--- src/rtl/alarm_trigger.sv ---
// Alarm match detector and ring/snooze/dismiss sequencer driving the ringing, snoozing and buzzer outputs.
// Optional snooze support is built only when ALARM_SNOOZE_EN is defined.
//
// state   | meaning
// IDLE    | alarm disarmed (en=0), all outputs low
// ARMED   | waiting for the clock time to step onto the setpoint
// RINGING | alarm sounding, buzzer blinks once per sec_tick
// SNOOZE  | ring paused, counting down to the next ring (ALARM_SNOOZE_EN only)
module alarm_trigger #(
    parameter int RING_SECS   = 60,
    parameter int SNOOZE_SECS = 300
) (
    input  logic       clk,
    input  logic       rst,
    input  logic       sec_tick,
    input  logic       en,
    input  logic [4:0] cur_hr,
    input  logic [5:0] cur_min,
    input  logic [4:0] alm_hr,
    input  logic [5:0] alm_min,
    input  logic       stop,
    input  logic       snooze,
    output logic       ringing,
    output logic       snoozing,
    output logic       buzzer
);

    localparam int RW = (RING_SECS > 1) ? $clog2(RING_SECS) : 1;
    localparam logic [RW-1:0] RING_LAST = RW'(RING_SECS - 1);

    typedef enum logic [1:0] {
        IDLE    = 2'd0,
        ARMED   = 2'd1,
        RINGING = 2'd2,
        SNOOZE  = 2'd3
    } state_t;

    state_t          state_q, state_d;
    logic            eq_q, eq_d;
    logic [RW-1:0]   ring_cnt_q, ring_cnt_d;
    logic            ringing_q, ringing_d;
    logic            buzzer_q, buzzer_d;
    logic            rise;

`ifdef ALARM_SNOOZE_EN
    localparam int SW = (SNOOZE_SECS > 1) ? $clog2(SNOOZE_SECS) : 1;
    localparam logic [SW-1:0] SNZ_LAST = SW'(SNOOZE_SECS - 1);

    logic [SW-1:0]   snz_cnt_q, snz_cnt_d;
    logic            snoozing_q, snoozing_d;
`else
    logic            unused_snooze;
    assign unused_snooze = snooze;
`endif

    assign eq_d = (cur_hr == alm_hr) && (cur_min == alm_min);
    assign rise = eq_d & ~eq_q;

    always_comb begin
        state_d    = state_q;
        ring_cnt_d = ring_cnt_q;
        buzzer_d   = buzzer_q;
`ifdef ALARM_SNOOZE_EN
        snz_cnt_d  = snz_cnt_q;
`endif
        if (!en) begin
            state_d    = IDLE;
            ring_cnt_d = '0;
            buzzer_d   = 1'b0;
`ifdef ALARM_SNOOZE_EN
            snz_cnt_d  = '0;
`endif
        end else begin
            case (state_q)
                IDLE: begin
                    state_d = ARMED;
                end
                ARMED: begin
                    if (rise) begin
                        state_d    = RINGING;
                        ring_cnt_d = '0;
                        buzzer_d   = 1'b1;
                    end
                end
                RINGING: begin
                    if (stop) begin
                        state_d    = ARMED;
                        ring_cnt_d = '0;
                        buzzer_d   = 1'b0;
`ifdef ALARM_SNOOZE_EN
                    end else if (snooze) begin
                        state_d    = SNOOZE;
                        snz_cnt_d  = '0;
                        ring_cnt_d = '0;
                        buzzer_d   = 1'b0;
`endif
                    end else if (sec_tick) begin
                        if (ring_cnt_q == RING_LAST) begin
                            state_d    = ARMED;
                            ring_cnt_d = '0;
                            buzzer_d   = 1'b0;
                        end else begin
                            ring_cnt_d = ring_cnt_q + RW'(1);
                            buzzer_d   = ~buzzer_q;
                        end
                    end
                end
`ifdef ALARM_SNOOZE_EN
                SNOOZE: begin
                    if (stop) begin
                        state_d   = ARMED;
                        snz_cnt_d = '0;
                    end else if (sec_tick) begin
                        if (snz_cnt_q == SNZ_LAST) begin
                            state_d    = RINGING;
                            snz_cnt_d  = '0;
                            ring_cnt_d = '0;
                            buzzer_d   = 1'b1;
                        end else begin
                            snz_cnt_d = snz_cnt_q + SW'(1);
                        end
                    end
                end
`endif
                default: begin
                    state_d    = IDLE;
                    ring_cnt_d = '0;
                    buzzer_d   = 1'b0;
                end
            endcase
        end
        ringing_d = (state_d == RINGING);
`ifdef ALARM_SNOOZE_EN
        snoozing_d = (state_d == SNOOZE);
`endif
    end

    always_ff @(posedge clk or posedge rst) begin
        if (rst) begin
            state_q    <= IDLE;
            eq_q       <= 1'b0;
            ring_cnt_q <= '0;
            ringing_q  <= 1'b0;
            buzzer_q   <= 1'b0;
`ifdef ALARM_SNOOZE_EN
            snz_cnt_q  <= '0;
            snoozing_q <= 1'b0;
`endif
        end else begin
            state_q    <= state_d;
            eq_q       <= eq_d;
            ring_cnt_q <= ring_cnt_d;
            ringing_q  <= ringing_d;
            buzzer_q   <= buzzer_d;
`ifdef ALARM_SNOOZE_EN
            snz_cnt_q  <= snz_cnt_d;
            snoozing_q <= snoozing_d;
`endif
        end
    end

    assign ringing = ringing_q;
    assign buzzer  = buzzer_q;
`ifdef ALARM_SNOOZE_EN
    assign snoozing = snoozing_q;
`else
    assign snoozing = 1'b0;
`endif

endmodule

--- config.mk ---
export PLATFORM = sky130hd
export DESIGN_NAME = alarm_trigger
export DESIGN_NICKNAME = d
export VERILOG_FILES = /design/src/rtl/alarm_trigger.sv
export SDC_FILE = /design/constraint.sdc
export NUM_CORES = 1
export LEC_CHECK = 0
export CAP_MARGIN = 20
export CORE_ASPECT_RATIO = 0.75
export CORE_UTILIZATION = 40
export CTS_CLUSTER_DIAMETER = 100
export DETAILED_ROUTE_END_ITERATION = 8
export GPL_TIMING_DRIVEN = 0
export PLACE_DENSITY = 0.74
export SLEW_MARGIN = 20
export SYNTH_ARGS = -nofsm -noshare
export SYNTH_HDL_FRONTEND = slang
export SYNTH_SLANG_ARGS = --single-unit
--- constraint.sdc ---
create_clock -name clk -period 1.8 [get_ports clk]
set_clock_uncertainty 0.2 [all_clocks]
set_input_delay 0.18 -clock clk [delete_from_list [all_inputs] [get_ports clk]]
set_output_delay 0.18 -clock clk [all_outputs]
set_load 0.005 [all_outputs]
==> results of run 1 <==
-- per-stage QoR --
step / util / instance area [um^2] / TNS (ns) / total power [mW]
after floorplan: - / 900 / -0.275 / 0.331
after global placement: 0.595 / 1210 / -2.78 / 0.407
after detailed placement: 0.595 / 1210 / -3.10 / 0.410
after CTS: 0.730 / 1480 / -0.527 / 0.630
after global routing: 0.756 / 1540 / -1.97 / 0.681
final: 0.756 / 1540 / -1.56 / 0.661
-- power by group through the flow --
stage	Combinational, mW	Clock (mW)	Sequential [mW]
CTS	0.200	0.179	0.251
global placement	0.150	0	0.257
finish	0.222	0.188	0.252
detailed placement	0.153	0	0.257
floorplan	0.0745	0	0.257
global route	0.233	0.196	0.251
-- worst paths after layout --
| check | slack [ns] | to | start |
|---|---|---|---|
| min in group clk | 0.07 | eq_q | cur_min[4] |
| worst min register to register | 0.36 | ring_cnt_q[3] | ring_cnt_q[3] |
| worst max register to register | -0.24 | ring_cnt_q[0] | state_q[0] |
| worst max-delay path | -0.24 | ring_cnt_q[0] | state_q[0] |
| max in group asynchronous | 1.08 | state_q[1] | rst |
| worst min-delay path | -0.02 | ring_cnt_q[2] | rst |
-- kinds of logic (layout without fill, tap and decap cells) --
group,count (synthesis),in the layout,synth area share
adder cells (fa/ha/maj),5,5,0.0714
flip-flops,11,11,0.314
XOR/XNOR,11,11,0.110
buffers and inverters,9,62,0.0443
AO/OA/AOI/OAI,30,30,0.229
other,1,1,0.00428
AND/OR/NAND/NOR,25,25,0.227
-- metal layers --
metal | routed length [um] | GRT usage
met1 | 1290 | 0.375
met2 | 1480 | 0.440
met3 | 306 | 0.0988
met4 | 159 | 0.141
met5 | 0 | 0
-- cell usage in the layout (no fill, tap or decap), types with 2 or more instances in the layout --
cell	n
inv_2	2
inv_1	5
nand4b_1	2
or3_4	2
nor4_4	2
buf_6	3
dfrtp_1	10
o21ai_0	3
nand2_1	3
buf_4	20
xor2_2	6
o211ai_1	4
o21ai_1	6
nor4b_2	2
xor2_1	4
nand3_1	4
a21oi_4	2
ha_4	2
o41ai_2	2
a31oi_1	2
a211oi_2	2
clkbuf_4	3
clkdlybuf4s50_1	15
dlygate4sd2_1	12
a21oi_1	2
ha_1	2
-- worst reg2reg max path, cell delays in order (launching register included) --
cell and delay (ns):
dfrtp_1 0.39, inv_2 0.07, ha_4 0.16, and2b_2 0.24, a21o_4 0.25, or4_4 0.50, a21oi_4 0.14
-- flip-flops by register name (all words and copies together), names as in the netlist --
signal	count
state_q	2
buzzer	1
ringing	1
eq_q	1
ring_cnt_q	6
-- what timing repair did --
item | in CTS | in global routing
setup buffers | 17 | 3
endpoints found under the setup margin | 9 | 11
cloned | 1 | 0
pin swaps | 12 | 5
gates resized for setup | 38 | 9
-- final cells by class --
type                       instances  area, um^2
fill                             144         497
timing repair buffer              49         433
sequential                        11         277
tap                               24        30.0
clock buffer                       4        26.3
buffer                             2        18.8
multi-input combinational         72         724
inverter                           7        26.3
==> results.json, run 1 <==
{
  "status": "finished with violations",
  "violations": "hold timing, setup timing",
  "leakagePower_nw": 0.639,
  "die_area_mm2": 0.00238,
  "power_density_mw_per_mm2": 430,
  "yosys_register_bits": 11,
  "finalHoldViolCount": 6,
  "rsz0062_at_grt": "yes",
  "synth_warnings": 0,
  "drive_above_1_share": 0.386,
  "cp.depth": 6,
  "port_buffers": 28,
  "synth_most_common_cell": "dfrtp_1",
  "crit_type": "flip-flop to flip-flop",
  "final_cells": 169,
  "syn_nets": 125,
  "path_cells": "inv_2 -> ha_4 -> and2b_2 -> a21o_4 -> or4_4 -> a21oi_4",
  "antenna_found_initial": 0,
  "cts_made_buffers": 3,
  "yosys.area.top_type": "dfrtp_1",
  "fmax_ghz": 0.490,
  "cp-start-kind": "flip-flop",
  "slew_viol_final": 0,
  "drt_pass1_iterations": 4,
  "hold_path_class": "primary input to asynchronous set/reset pin",
  "synth_commonest_cells": "11 x dfrtp_1, 10 x xor2_1, 9 x o21ai_0, 7 x inv_1",
  "p_seq_frac": 0.381,
  "syn_to_final_growth_pct": 75.3,
  "clock-root-buffer": "clkbuf_4",
  "clock_path_buffers": 2,
  "synth.distinct_cells": 36,
  "p_sw_frac": 0.317,
  "synth_edf_count": 0,
  "synth.top_cell.area_share": 0.314,
  "htree_levels": 1,
  "place.gp.congestion": 0.824,
  "grt_pass1_wl_um": 5140,
  "wl_per_cell_um": 19.2,
  "comb_power_share": 0.336,
  "p_clk_frac": 0.284,
  "crit_family": "simple AND/OR/NAND/NOR gates",
  "drtIter0Drc": 102,
  "worst_r2r_path_depth": 6,
  "io_pins": 31,
  "post-place-ws_ns": -0.485,
  "rows": 14,
  "yosysSeqAreaShare": 0.314,
  "drcViolationCount": 0,
  "die_w_um": 56.0,
  "clk_latency_ns": 0.30,
  "power.internal_mw": 0.451,
  "dr_total_vias": 1008,
  "syn_area_um2": 876,
  "cp.arrival_ns": 2.05,
  "tritoncts": "built",
  "path_buf_inv": 1,
  "path_clk_slew_ns": 0.09,
  "hpwl_um": 1690,
  "fin_nets": 179,
  "routed_wl_um": 3240,
  "viasPerCell": 5.96,
  "drv_cap": 0,
  "slowest_delay_ns": 0.50,
  "holdWs_ns": -0.0171,
  "grt_pass1_vias": 1050,
  "ys.flop_type": "dfrtp_1",
  "worstPathMaxFanout": 4,
  "syn_area_per_cell_um2": 9.52,
  "ir_worst_vdd_mv": 0.418,
  "end_kind": "flip-flop",
  "p_switching_mw": 0.210,
  "track_usage": 0.292,
  "synth_area_leaders": "dfrtp_1 31%, xor2_1 10%, ha_1 7.1%",
  "synthArstFlopShare": 1.00,
  "dpl.cell_count": 144,
  "fp.dieH_um": 42.5,
  "fp.coreArea_mm2": 0.00203,
  "post-route-min-period_ns": 2.04,
  "cts_sinks": 11,
  "antenna_cells": 0,
  "cpMaxStageDelayCell": "or4_4",
  "grt_max_degree": 12,
  "drtAntennaViolNets": 0,
  "timing.final.crit_share": 1.13,
  "worst_slack_ns": -0.241,
  "synthCells": 92,
  "ctsHoldBuffers": 0,
  "grt-ovfl-total": 0,
  "start_util": 0.431,
  "required_ns": 1.81,
  "setup_viol": 9
}
No activity file was read; power rests on OpenSTA's default activity.
==> run 2, diff against run 1 <==
Settings changed: ABC_AREA from default to 1, PLACE_DENSITY 0.74 to 0.73.
==> run 2 against run 1 <==
  * The flow finishes with violations (hold timing)
  * Fmax is 18% higher
  * Sequential share of layout area up 2.9 points
  * Clock-buffer cell count decreased by 1
  * Cell count rose by 16%
  * Global-route usage fell by 7.0 points
  * Sequential power about the same
  * Design area is 14% lower
  * Non-clock buffer count down 19
  * Via count decreased by 5.0%
  * Flip-flop and latch count stayed put
  * Core utilization down 12 points
  * Largest cell class unchanged
  * Largest power group unchanged
==> results.json, run 2 <==
{
  "status": "finished with violations",
  "violations": "hold timing",
  "post-route-min-period_ns": 1.73,
  "antenna_found_initial": 0,
  "synth.top_cell.area_share": 0.300,
  "tritoncts": "built",
  "fp.coreArea_mm2": 0.00208,
  "drt_pass1_iterations": 4,
  "cp.depth": 9,
  "cp.arrival_ns": 1.73,
  "path_cells": "inv_2 -> ha_2 -> inv_2 -> nor2_4 -> buf_4 -> nand3_1 -> a21oi_1 -> nand2_1 -> nor2_1",
  "synth_commonest_cells": "34 x nand2_1, 28 x inv_1, 14 x nand3_1, 14 x nor2_1, 11 x dfrtp_1",
  "slew_viol_final": 0,
  "synthCells": 138,
  "setup_viol": 0,
  "yosysSeqAreaShare": 0.300,
  "clock-root-buffer": "clkbuf_4",
  "finalHoldViolCount": 11,
  "synth.distinct_cells": 21,
  "ys.flop_type": "dfrtp_1",
  "top_register": "ring_cnt_q",
  "syn_area_um2": 917,
  "syn_area_per_cell_um2": 6.65,
  "dpl.cell_count": 189,
  "end_kind": "flip-flop",
  "hpwl_um": 1910,
  "p_seq_frac": 0.424,
  "yosys.area.top_type": "dfrtp_1",
  "synth_top_family_by_area": "simple AND/OR/NAND/NOR gates",
  "routed_wl_um": 2430,
  "cts_sinks": 11,
  "wl_per_cell_um": 12.4,
  "io_pins": 31,
  "drv_cap": 0,
  "crit_family": "simple AND/OR/NAND/NOR gates",
  "final_util": 0.631,
  "n_fill_cell": 196,
  "grt_max_degree": 12,
  "timing.final.crit_share": 0.960,
  "path_buf_inv": 3,
  "final_cell_mix": "33 x nand2_1, 26 x inv_1, 25 x clkdlybuf4s50_1",
  "grt_pass1_vias": 973,
  "synth_mux_area_frac": 0,
  "cts_made_buffers": 3,
  "power.internal_mw": 0.420,
  "synth_most_common_cell": "nand2_1",
  "grt_pass1_wl_um": 4180,
  "synth-simple-area-share": 0.378,
  "synthAdderAreaFrac": 0.0682,
  "synth_warnings": 0,
  "place_area_mm2": 0.00122,
  "fp.dieH_um": 43.5,
  "worstPathMaxFanout": 3,
  "fmax_ghz": 0.579,
  "drtAntennaViolNets": 0,
  "place.gp.congestion": 0.825,
  "grt-ovfl-total": 0,
  "clock_path_buffers": 2,
  "ir_worst_vdd_mv": 0.295,
  "p_clk_frac": 0.299,
  "p_switching_mw": 0.173,
  "reg_top3": "ring_cnt_q (6), state_q (2)",
  "start_util": 0.440,
  "rows": 14,
  "syn_to_final_growth_pct": 43.5,
  "rsz0062_at_grt": "yes",
  "synth-compound-area-share": 0.0409,
  "required_ns": 1.80,
  "worst_r2r_path_depth": 9,
  "drcViolationCount": 0,
  "comb_power_share": 0.277,
  "layout_commonest_cell": "nand2_1",
  "cpMaxStageDelayCell": "dfrtp_1",
  "leakagePower_nw": 0.713,
  "viasPerCell": 4.89,
  "slowest_delay_ns": 0.41,
  "die_area_mm2": 0.00249,
  "drive_above_1_share": 0.140,
  "dr_total_vias": 958,
  "syn_nets": 171,
  "crit_type": "flip-flop to flip-flop",
  "p_sw_frac": 0.292,
  "synth_xor_area_frac": 0.0764,
  "fin_nets": 206,
  "cp-start-kind": "flip-flop",
  "power_density_mw_per_mm2": 451,
  "clk_latency_ns": 0.28,
  "yosys_register_bits": 11,
  "synth_edf_count": 0,
  "final_cells": 196,
  "holdWs_ns": -0.00831,
  "synth_area_leaders": "dfrtp_1 30%, nand2_1 14%, inv_1 11%",
  "setup_tns_ns": 0,
  "antenna_cells": 0,
  "cp_common_cell": "inv_2",
  "drtIter0Drc": 39,
  "die_w_um": 57.3,
  "final_area_mm2": 0.00132,
  "path_clk_slew_ns": 0.08,
  "htree_levels": 1,
  "port_buffers": 27,
  "largest_reg_flops": 6,
  "track_usage": 0.222,
  "synthArstFlopShare": 1.00,
  "hold_path_class": "primary input to asynchronous set/reset pin"
}
## run 2: logic make-up (layout without fill, tap and decap cells)
logic type,Yosys count,count (layout)
AOI/OAI and AO/OA,7,7
xor gates and xnor gates,8,8
adders and majority gates,5,5
buffers and inverters,31,65
DFF,11,11
other,1,1
and+or+nand+nor,75,75
## run 2: repair_timing
action,in CTS,in global routing
setup endpoints to repair,7,8
pin swaps,0,9
hold buffers,0,0
setup buffers,0,3
resized for setup,1,13
## run 2: power by group through the flow
stage	Sequential (mW)	Combinational (mW)	Clock, mW
after global placement	0.257	0.144	0
after detailed placement	0.257	0.150	0
after global routing	0.252	0.184	0.190
after floorplan	0.256	0.0734	0
final	0.252	0.164	0.177
after CTS	0.252	0.151	0.179
## run 2: final cells by class
cell class | count | area, um^2 | area share
clock inverters | 1 | 5.00 | 0.00380
multi-input cells | 96 | 552 | 0.419
clock buffers | 3 | 22.5 | 0.0171
plain buffers | 2 | 12.5 | 0.00951
inverters | 29 | 109 | 0.0827
well taps | 24 | 30.0 | 0.0228
flip-flops and latches | 11 | 275 | 0.209
repair buffers | 30 | 310 | 0.236
## run 2: path summary, 6_finish.rpt
kind,startpoint,end,slack (ns)
worst max-delay path,state_q[0],ringing,0.07
worst min-delay path,rst,ringing,-0.008
min in group clk,en,ring_cnt_q[3],0.04
worst max register to register,state_q[0],ringing,0.07
worst min register to register,ring_cnt_q[5],ring_cnt_q[5],0.35
max in group asynchronous,rst,ring_cnt_q[5],1.11
## run 2: metrics by stage
| step | power (mW) | worst slack (ns) |
|---|---|---|
| floorplan | 0.330 | 0.216 |
| global placement | 0.401 | -0.0542 |
| detailed placement | 0.407 | -0.131 |
| CTS | 0.582 | 0.0207 |
| global route | 0.626 | -0.0365 |
| finish | 0.593 | 0.0721 |
## run 2: layer usage
metal  vias up  wire length, um  share of wire  global-route usage
met3         2               87          0.036              0.0507
met5         -                0              0                   0
li1        492                -              -                   -
met4         0               10         0.0041              0.0293
met2        18             1240           0.51               0.419
met1       446             1090           0.45               0.265
